`config.mk`:
```
export PLATFORM = sky130hd
export DESIGN_NAME = sprite_line_scheduler
export DESIGN_NICKNAME = d
export VERILOG_FILES = /design/src/rtl/sprite_pkg.sv /design/src/rtl/sprite_y_match.sv /design/src/rtl/sprite_line_scheduler.sv
export SDC_FILE = /design/constraint.sdc
export NUM_CORES = 1
export LEC_CHECK = 0
export ABC_AREA = 0
export CAP_MARGIN = 20
export CORE_MARGIN = 1.5
export CORE_UTILIZATION = 55
export DETAILED_ROUTE_END_ITERATION = 10
export MAX_ROUTING_LAYER = met4
export PLACE_DENSITY = 0.85
export SYNTH_ARGS = -nofsm -noshare
export SYNTH_HDL_FRONTEND = slang
export SYNTH_HIERARCHICAL = 1
export SYNTH_SLANG_ARGS = --single-unit
```
`constraint.sdc`:
```
create_clock -name px_clk -period 5.98 [get_ports px_clk]
set_clock_uncertainty 0.1 [all_clocks]
set_input_delay 0.897 -clock px_clk [delete_from_list [all_inputs] [get_ports px_clk]]
set_output_delay 0.897 -clock px_clk [all_outputs]
set_load 0.01 [all_outputs]
```
`src/rtl/sprite_pkg.sv`:
```
// Shared definitions for the sprite line scheduler and related sprite logic.
// Contents: RAM address defaults, attribute word field positions, FSM state encoding.
package sprite_pkg;

  localparam int unsigned ADDR_W  = 9;
  localparam int unsigned DATA_W  = 16;
  localparam int unsigned COORD_W = 10;

  localparam logic [ADDR_W-1:0] ATTR_BASE_DEF = 9'h100;
  localparam logic [ADDR_W-1:0] PAT_BASE_DEF  = 9'h000;

  // word0 = {en, 5'b0, y[9:0]}, word1 = {6'b0, x[9:0]}
  localparam int unsigned EN_BIT = 15;
  localparam int unsigned Y_MSB  = 9;
  localparam int unsigned X_MSB  = 9;

  typedef enum logic [2:0] {
    S_IDLE   = 3'd0,
    S_RD_Y   = 3'd1,
    S_CHK    = 3'd2,
    S_RD_X   = 3'd3,
    S_RD_PAT = 3'd4,
    S_LOAD   = 3'd5,
    S_NEXT   = 3'd6,
    S_DONE   = 3'd7
  } state_t;

endpackage

```
`src/rtl/sprite_y_match.sv`:
```
// Vertical visibility test for one sprite against a scanline.
// Ports: i_en sprite enable, i_y sprite top line, i_line scanline;
//        o_hit_c sprite covers the line, o_row_c pattern row within the sprite.
// The distance wraps modulo 1024 so sprites straddling the bottom edge show at the top.
module sprite_y_match
  import sprite_pkg::*;
#(
  parameter int unsigned SPR_H = 16,
  parameter int unsigned ROW_W = $clog2(SPR_H)
) (
  input  logic               i_en,
  input  logic [COORD_W-1:0] i_y,
  input  logic [COORD_W-1:0] i_line,
  output logic               o_hit_c,
  output logic [ROW_W-1:0]   o_row_c
);

  logic [COORD_W-1:0] w_d;

  assign w_d     = i_line - i_y;
  // d < SPR_H with SPR_H a power of two: all bits above the row field are zero
  assign o_hit_c = i_en && (w_d[COORD_W-1:ROW_W] == '0);
  assign o_row_c = w_d[ROW_W-1:0];

endmodule

```
`src/rtl/sprite_line_scheduler.sv`:
```
// Per-scanline sprite fetch sequencer on the sprite RAM read port (px_clk domain).
// On i_line_start it scans the attribute table, and for each sprite visible on
// i_next_line fetches the pattern row and loads it into the next free slot.
// Ports: px_clk, rst (sync, active-high); i_line_start/i_next_line start a scan;
//        o_ram_addr/i_ram_rdata RAM read port (1-cycle latency); o_busy port ownership;
//        o_slot_clr/o_slot_load/o_slot_x/o_slot_pattern slot interface;
//        o_done end-of-scan pulse; o_overflow more hits than slots.
// Build option: SPRITE_OVERFLOW_EN keeps scanning after the slots fill and
// reports extra hits on o_overflow; otherwise the scan ends once full.
module sprite_line_scheduler
  import sprite_pkg::*;
#(
  parameter int unsigned       NUM_SPRITES = 16,
  parameter int unsigned       SLOTS       = 6,
  parameter int unsigned       SPR_H       = 16,
  parameter logic [ADDR_W-1:0] ATTR_BASE   = ATTR_BASE_DEF,
  parameter logic [ADDR_W-1:0] PAT_BASE    = PAT_BASE_DEF
) (
  input  logic               px_clk,
  input  logic               rst,
  input  logic               i_line_start,
  input  logic [COORD_W-1:0] i_next_line,
  output logic [ADDR_W-1:0]  o_ram_addr,
  input  logic [DATA_W-1:0]  i_ram_rdata,
  output logic               o_busy,
  output logic               o_slot_clr,
  output logic [SLOTS-1:0]   o_slot_load,
  output logic [COORD_W-1:0] o_slot_x,
  output logic [DATA_W-1:0]  o_slot_pattern,
  output logic               o_done,
  output logic               o_overflow
);

  localparam int unsigned IDX_W = $clog2(NUM_SPRITES);
  localparam int unsigned ROW_W = $clog2(SPR_H);
  localparam int unsigned CNT_W = $clog2(SLOTS + 1);
  localparam logic [IDX_W-1:0] LAST_IDX = IDX_W'(NUM_SPRITES - 1);
  localparam logic [CNT_W-1:0] SLOTS_C  = CNT_W'(SLOTS);

  state_t r_state, w_next_state;

  logic [COORD_W-1:0] r_line_q, w_line_q_d;
  logic [COORD_W-1:0] r_x, w_x_d;
  logic [IDX_W-1:0]   r_idx, w_idx_d, w_idx_inc;
  logic [ROW_W-1:0]   r_row, w_row_d;
  logic [CNT_W-1:0]   r_slot_cnt, w_slot_cnt_d;

  logic [ADDR_W-1:0]  r_ram_addr, w_ram_addr_d;
  logic               r_busy, w_busy_d;
  logic               r_slot_clr, w_slot_clr_d;
  logic [SLOTS-1:0]   r_slot_load, w_slot_load_d;
  logic [COORD_W-1:0] r_slot_x, w_slot_x_d;
  logic [DATA_W-1:0]  r_slot_pattern, w_slot_pattern_d;
  logic               r_done, w_done_d;

  logic               w_hit, w_full, w_take;
  logic [ROW_W-1:0]   w_row;
  logic [ADDR_W-1:0]  w_attr_next_addr, w_attr_x_addr, w_pat_addr;

  // Attribute word0 is on the read data during CHK
  sprite_y_match #(
    .SPR_H (SPR_H),
    .ROW_W (ROW_W)
  ) u_y_match (
    .i_en    (i_ram_rdata[EN_BIT]),
    .i_y     (i_ram_rdata[Y_MSB:0]),
    .i_line  (r_line_q),
    .o_hit_c (w_hit),
    .o_row_c (w_row)
  );

  assign w_full           = (r_slot_cnt == SLOTS_C);
  assign w_take           = w_hit && !w_full;
  assign w_idx_inc        = IDX_W'(r_idx + 1'b1);
  assign w_attr_next_addr = ATTR_BASE + ADDR_W'({w_idx_inc, 1'b0});
  assign w_attr_x_addr    = ATTR_BASE + ADDR_W'({r_idx, 1'b1});
  assign w_pat_addr       = PAT_BASE + (ADDR_W'(r_idx) << ROW_W) + ADDR_W'(r_row);

  // State register
  always_ff @(posedge px_clk) begin
    if (rst) r_state <= S_IDLE;
    else     r_state <= w_next_state;
  end

  // Next-state logic; a line start restarts the scan from any state
  always_comb begin
    w_next_state = r_state;
    if (i_line_start) begin
      w_next_state = S_RD_Y;
    end else begin
      case (r_state)
        S_IDLE:   w_next_state = S_IDLE;
        S_RD_Y:   w_next_state = S_CHK;
        S_CHK:    w_next_state = w_take ? S_RD_X : S_NEXT;
        S_RD_X:   w_next_state = S_RD_PAT;
        S_RD_PAT: w_next_state = S_LOAD;
        S_LOAD:   w_next_state = S_NEXT;
`ifdef SPRITE_OVERFLOW_EN
        S_NEXT:   w_next_state = (r_idx == LAST_IDX) ? S_DONE : S_RD_Y;
`else
        S_NEXT:   w_next_state = (r_idx == LAST_IDX || w_full) ? S_DONE : S_RD_Y;
`endif
        S_DONE:   w_next_state = S_IDLE;
        default:  w_next_state = S_IDLE;
      endcase
    end
  end

`ifdef SPRITE_OVERFLOW_EN
  logic r_overflow, w_overflow_d;
`endif

  // Output / datapath next values; RAM address is issued one state ahead of its data
  always_comb begin
    w_line_q_d       = r_line_q;
    w_x_d            = r_x;
    w_idx_d          = r_idx;
    w_row_d          = r_row;
    w_slot_cnt_d     = r_slot_cnt;
    w_ram_addr_d     = r_ram_addr;
    w_slot_x_d       = r_slot_x;
    w_slot_pattern_d = r_slot_pattern;
    w_slot_clr_d     = 1'b0;
    w_slot_load_d    = '0;
    w_done_d         = 1'b0;
    w_busy_d         = (w_next_state != S_IDLE) && (w_next_state != S_DONE);
`ifdef SPRITE_OVERFLOW_EN
    w_overflow_d     = r_overflow;
`endif
    if (i_line_start) begin
      w_line_q_d   = i_next_line;
      w_idx_d      = '0;
      w_slot_cnt_d = '0;
      w_slot_clr_d = 1'b1;
      w_ram_addr_d = ATTR_BASE;
`ifdef SPRITE_OVERFLOW_EN
      w_overflow_d = 1'b0;
`endif
    end else begin
      case (r_state)
        S_CHK: begin
          w_row_d = w_row;
          if (w_take) w_ram_addr_d = w_attr_x_addr;
`ifdef SPRITE_OVERFLOW_EN
          if (w_hit && w_full) w_overflow_d = 1'b1;
`endif
        end
        S_RD_X:   w_ram_addr_d = w_pat_addr;
        S_RD_PAT: w_x_d = i_ram_rdata[X_MSB:0];
        S_LOAD: begin
          w_slot_pattern_d = i_ram_rdata;
          w_slot_x_d       = r_x;
          w_slot_load_d    = SLOTS'(1) << r_slot_cnt;
          w_slot_cnt_d     = CNT_W'(r_slot_cnt + 1'b1);
        end
        S_NEXT: begin
          if (w_next_state == S_RD_Y) begin
            w_idx_d      = w_idx_inc;
            w_ram_addr_d = w_attr_next_addr;
          end else begin
            w_done_d = 1'b1;
          end
        end
        default: ;
      endcase
    end
  end

  // Output and datapath registers
  always_ff @(posedge px_clk) begin
    if (rst) begin
      r_line_q       <= '0;
      r_x            <= '0;
      r_idx          <= '0;
      r_row          <= '0;
      r_slot_cnt     <= '0;
      r_ram_addr     <= '0;
      r_busy         <= 1'b0;
      r_slot_clr     <= 1'b0;
      r_slot_load    <= '0;
      r_slot_x       <= '0;
      r_slot_pattern <= '0;
      r_done         <= 1'b0;
    end else begin
      r_line_q       <= w_line_q_d;
      r_x            <= w_x_d;
      r_idx          <= w_idx_d;
      r_row          <= w_row_d;
      r_slot_cnt     <= w_slot_cnt_d;
      r_ram_addr     <= w_ram_addr_d;
      r_busy         <= w_busy_d;
      r_slot_clr     <= w_slot_clr_d;
      r_slot_load    <= w_slot_load_d;
      r_slot_x       <= w_slot_x_d;
      r_slot_pattern <= w_slot_pattern_d;
      r_done         <= w_done_d;
    end
  end

`ifdef SPRITE_OVERFLOW_EN
  always_ff @(posedge px_clk) begin
    if (rst) r_overflow <= 1'b0;
    else     r_overflow <= w_overflow_d;
  end
  assign o_overflow = r_overflow;
`else
  assign o_overflow = 1'b0;
`endif

  assign o_ram_addr     = r_ram_addr;
  assign o_busy         = r_busy;
  assign o_slot_clr     = r_slot_clr;
  assign o_slot_load    = r_slot_load;
  assign o_slot_x       = r_slot_x;
  assign o_slot_pattern = r_slot_pattern;
  assign o_done         = r_done;

endmodule

```
==> flow_summary.toml <==
[status]
status = "finished clean"

[clock_network]
post_cts_resized = 0
max-clock-path-buffers = 2
clk_pin_slew_worst_paths_ns = 0.08
cts_hold_buf = 0
post_cts_buffers = 0
cts_inserted_buffers = 9
cts_tree = "done"
h-tree-depth = 3
clock_sinks = 78
cts_root_buffer = "clkbuf_8"
clock_latency_ns = 0.34

[worst_hold_path]
min_from = "o_slot_x[4]$_SDFFE_PP0P_"
min_path_type = "flop to flop"

[finish]
synthToLayoutAreaGrowth_pct = 26.2
fillers = 482
final-seq-area_um2 = 1560
final_layout_size_suffix_gt1_share_pct = 8.21
multi_input_area_um2 = 1890
nets = 526
final_area_um2 = 4590
n_antenna_cell = 0

[floorplanning]
io_pins = 74
coreArea_um2 = 6390
rows = 29
start_util_pct = 57.0
die_w_um = 84.3
die_h_um = 84.3
dieArea_um2 = 7110

[logic_synthesis]
synth_area_leaders = "dfxtp_1 (43%), nand2_1 (7.9%), a21oi_1 (6.5%)"
synth_top_area_cell = "dfxtp_1"
synth_common_cells = "dfxtp_1 (78), nand2_1 (77), a21oi_1 (47)"
synth_area_um2 = 3640
synth.net_count = 464
synth_area_per_cell_um2 = 8.66
synthDominantCellAreaShare_pct = 42.9
syn_inst = 420
ys_seq_area_share_pct = 42.9
synth_async_sr_flop_share_pct = 0
synth_warnings = 6
ys.flop_type = "dfxtp_1"
synth-seq-cells = 78
synth_edf_count = 0
ys_types = 61
synth_most_common_cell = "dfxtp_1"

[timing]
worst_pin_slew_ns = 1.04
hold_viol_final = 0
slew_viol_final = 0
setup_ws_ns = 2.11
tns_ns = 0
rsz0062_at_grt = "no"
setup_viol = 0
slew_headroom_pct = 30.9
min_period_ns = 3.87
fmax_mhz = 258
post-route-period-util_pct = 64.7

[global_route]
grtUsageTotal_pct = 25.0
first_global_vias = 2972
antenna_found_initial = 0
grt_max_degree = 58
grt_pass1_wl_mm = 14.0
overflow = 0

[placed_design]
place_congestion = 0.888
hpwl_mm = 5.77
pre_cts_ws_ns = 1.83
port_buffers = 72
placed_cell_area_um2 = 4350

[power]
powerDensity_nw_per_um2 = 243
peakVddDrop_v = 0.000176
power.leakage_uw = 0.00176

[setup_path]
worstPathRequired_ns = 6.15
start_kind = "primary input"
r2r_start = "r_line_q[0]$_SDFFE_PP0P_"
path_max_fanout = 14
r2r_end = "o_ram_addr[0]$_SDFFE_PP0P_"
rr_worst_depth = 12
reg2reg_slack_ns = 2.85
arrival_ns = 4.05
end_kind = "flop"
critPathKind = "primary input to flop"
endpoint = "o_ram_addr[0]$_SDFFE_PP0P_"
worstSetupStartpoint = "i_ram_rdata[2]"

[route]
vias_per_cell = 5.52
drt_iter0_drc = 144
routed_wl_mm = 8.33
dr.pass1.iters = 4
drtAntennaViolNets = 0
wl_per_cell_um = 14.8
vias = 3116
drc = 0

[flow_run]
cap_violations = 0
==> final cells by class <==
cell class / count / area share (%)
multi-input combinational: 299 / 41.1
clock buffer: 10 / 2.78
clock inverter: 6 / 2.37
inverter: 20 / 1.63
tap: 77 / 2.10
sequential: 78 / 34.0
timing repair buffer: 74 / 16.0
==> power breakdown <==
part	total [µW]	internal [µW]	switching (µW)
logic	111	53.8	57.6
clock network	473	278	195
registers	533	526	6.98
==> flip-flops by register name, summed over array words and instances, names as in the netlist <==
name / cells
o_done: 1
o_ram_addr: 9
r_idx: 4
o_slot_load: 6
o_slot_pattern: 16
r_line_q: 10
r_x: 10
r_row: 4
r_state: 3
o_busy: 1
r_slot_cnt: 3
o_slot_clr: 1
o_slot_x: 10
==> layout by cell type, fill, tap and decap left out, types with 2 or more instances in the layout <==
| cell | n |
|---|---|
| a211oi_1 | 3 |
| a21o_1 | 2 |
| a21oi_1 | 47 |
| a22o_1 | 2 |
| a22oi_1 | 3 |
| a32oi_1 | 4 |
| and2_1 | 2 |
| and3_1 | 5 |
| and3b_1 | 3 |
| bufinv_16 | 3 |
| clkbuf_8 | 9 |
| clkdlybuf4s50_1 | 71 |
| clkinv_2 | 2 |
| dfxtp_1 | 78 |
| ha_1 | 14 |
| inv_1 | 19 |
| mux2i_1 | 18 |
| nand2_1 | 77 |
| nand2b_1 | 7 |
| nand3_1 | 8 |
| nand3b_2 | 3 |
| nand4_1 | 2 |
| nor2_1 | 34 |
| nor2b_1 | 5 |
| nor3_1 | 2 |
| nor3_2 | 3 |
| o211ai_1 | 3 |
| o21ai_0 | 8 |
| o21ba_2 | 2 |
| o2bb2ai_1 | 3 |
| or2_2 | 3 |
| or3_1 | 2 |
| xnor2_1 | 2 |
| xor2_1 | 5 |
==> per-stage QoR <==
step	total power [µW]	utilization, %	hold slack (ns)	instances
finish	1120	71.9	0.356	564
floorplan	615	-	0.332	420
detailed placement	655	68.0	0.347	547
global route	1160	71.9	0.365	564
CTS	1120	71.7	0.358	563
global placement	653	68.0	0.342	547
==> cell families after synthesis <==
group,Yosys count,synth area share [%]
other,1,0.103
flip-flops,78,42.9
XOR/XNOR,7,1.69
adder cells (fa/ha/maj),15,5.36
AO/OA/AOI/OAI,96,18.5
buffers and inverters,43,5.16
multiplexers,18,4.95
AND/OR/NAND/NOR,162,21.3
==> critical path, stage by stage <==
cell and delay [ns]:
clkdlybuf4s50_1 0.52, inv_1 0.06, ha_1 0.35, nor2b_4 0.15
o21a_4 0.20, a2111oi_4 0.31, a22oi_1 0.14, nor4_2 0.29
a21boi_1 0.30, o21ai_2 0.23, or3_1 0.43, a21oi_1 0.17
==> routing by layer <==
metal / global-route usage (%) / vias up / wire [µm]
li1: - / 1556 / -
met1: 29.6 / 1474 / 3640
met2: 41.8 / 76 / 4260
met3: 5.60 / 10 / 309
met4: 9.24 / 0 / 131
met5: - / - / 0
==> how the worst min path moves through the flow <==
| stage | endpoint | slack, ns | cells past startpoint |
|---|---|---|---|
| 6_report | o_slot_x[4]$_SDFFE_PP0P_ | 0.36 | 2 |
| 5_1_grt | o_slot_x[8]$_SDFFE_PP0P_ | 0.37 | 2 |
| 4_1_cts | o_slot_x[1]$_SDFFE_PP0P_ | 0.36 | 2 |
| 3_5_place_dp | o_slot_x[4]$_SDFFE_PP0P_ | 0.35 | 2 |
| 3_3_place_gp | o_slot_pattern[3]$_SDFFE_PP0P_ | 0.34 | 2 |
| 2_1_floorplan | o_slot_x[0]$_SDFFE_PP0P_ | 0.33 | 2 |
Note: power is estimated with default switching activity, not from simulation.
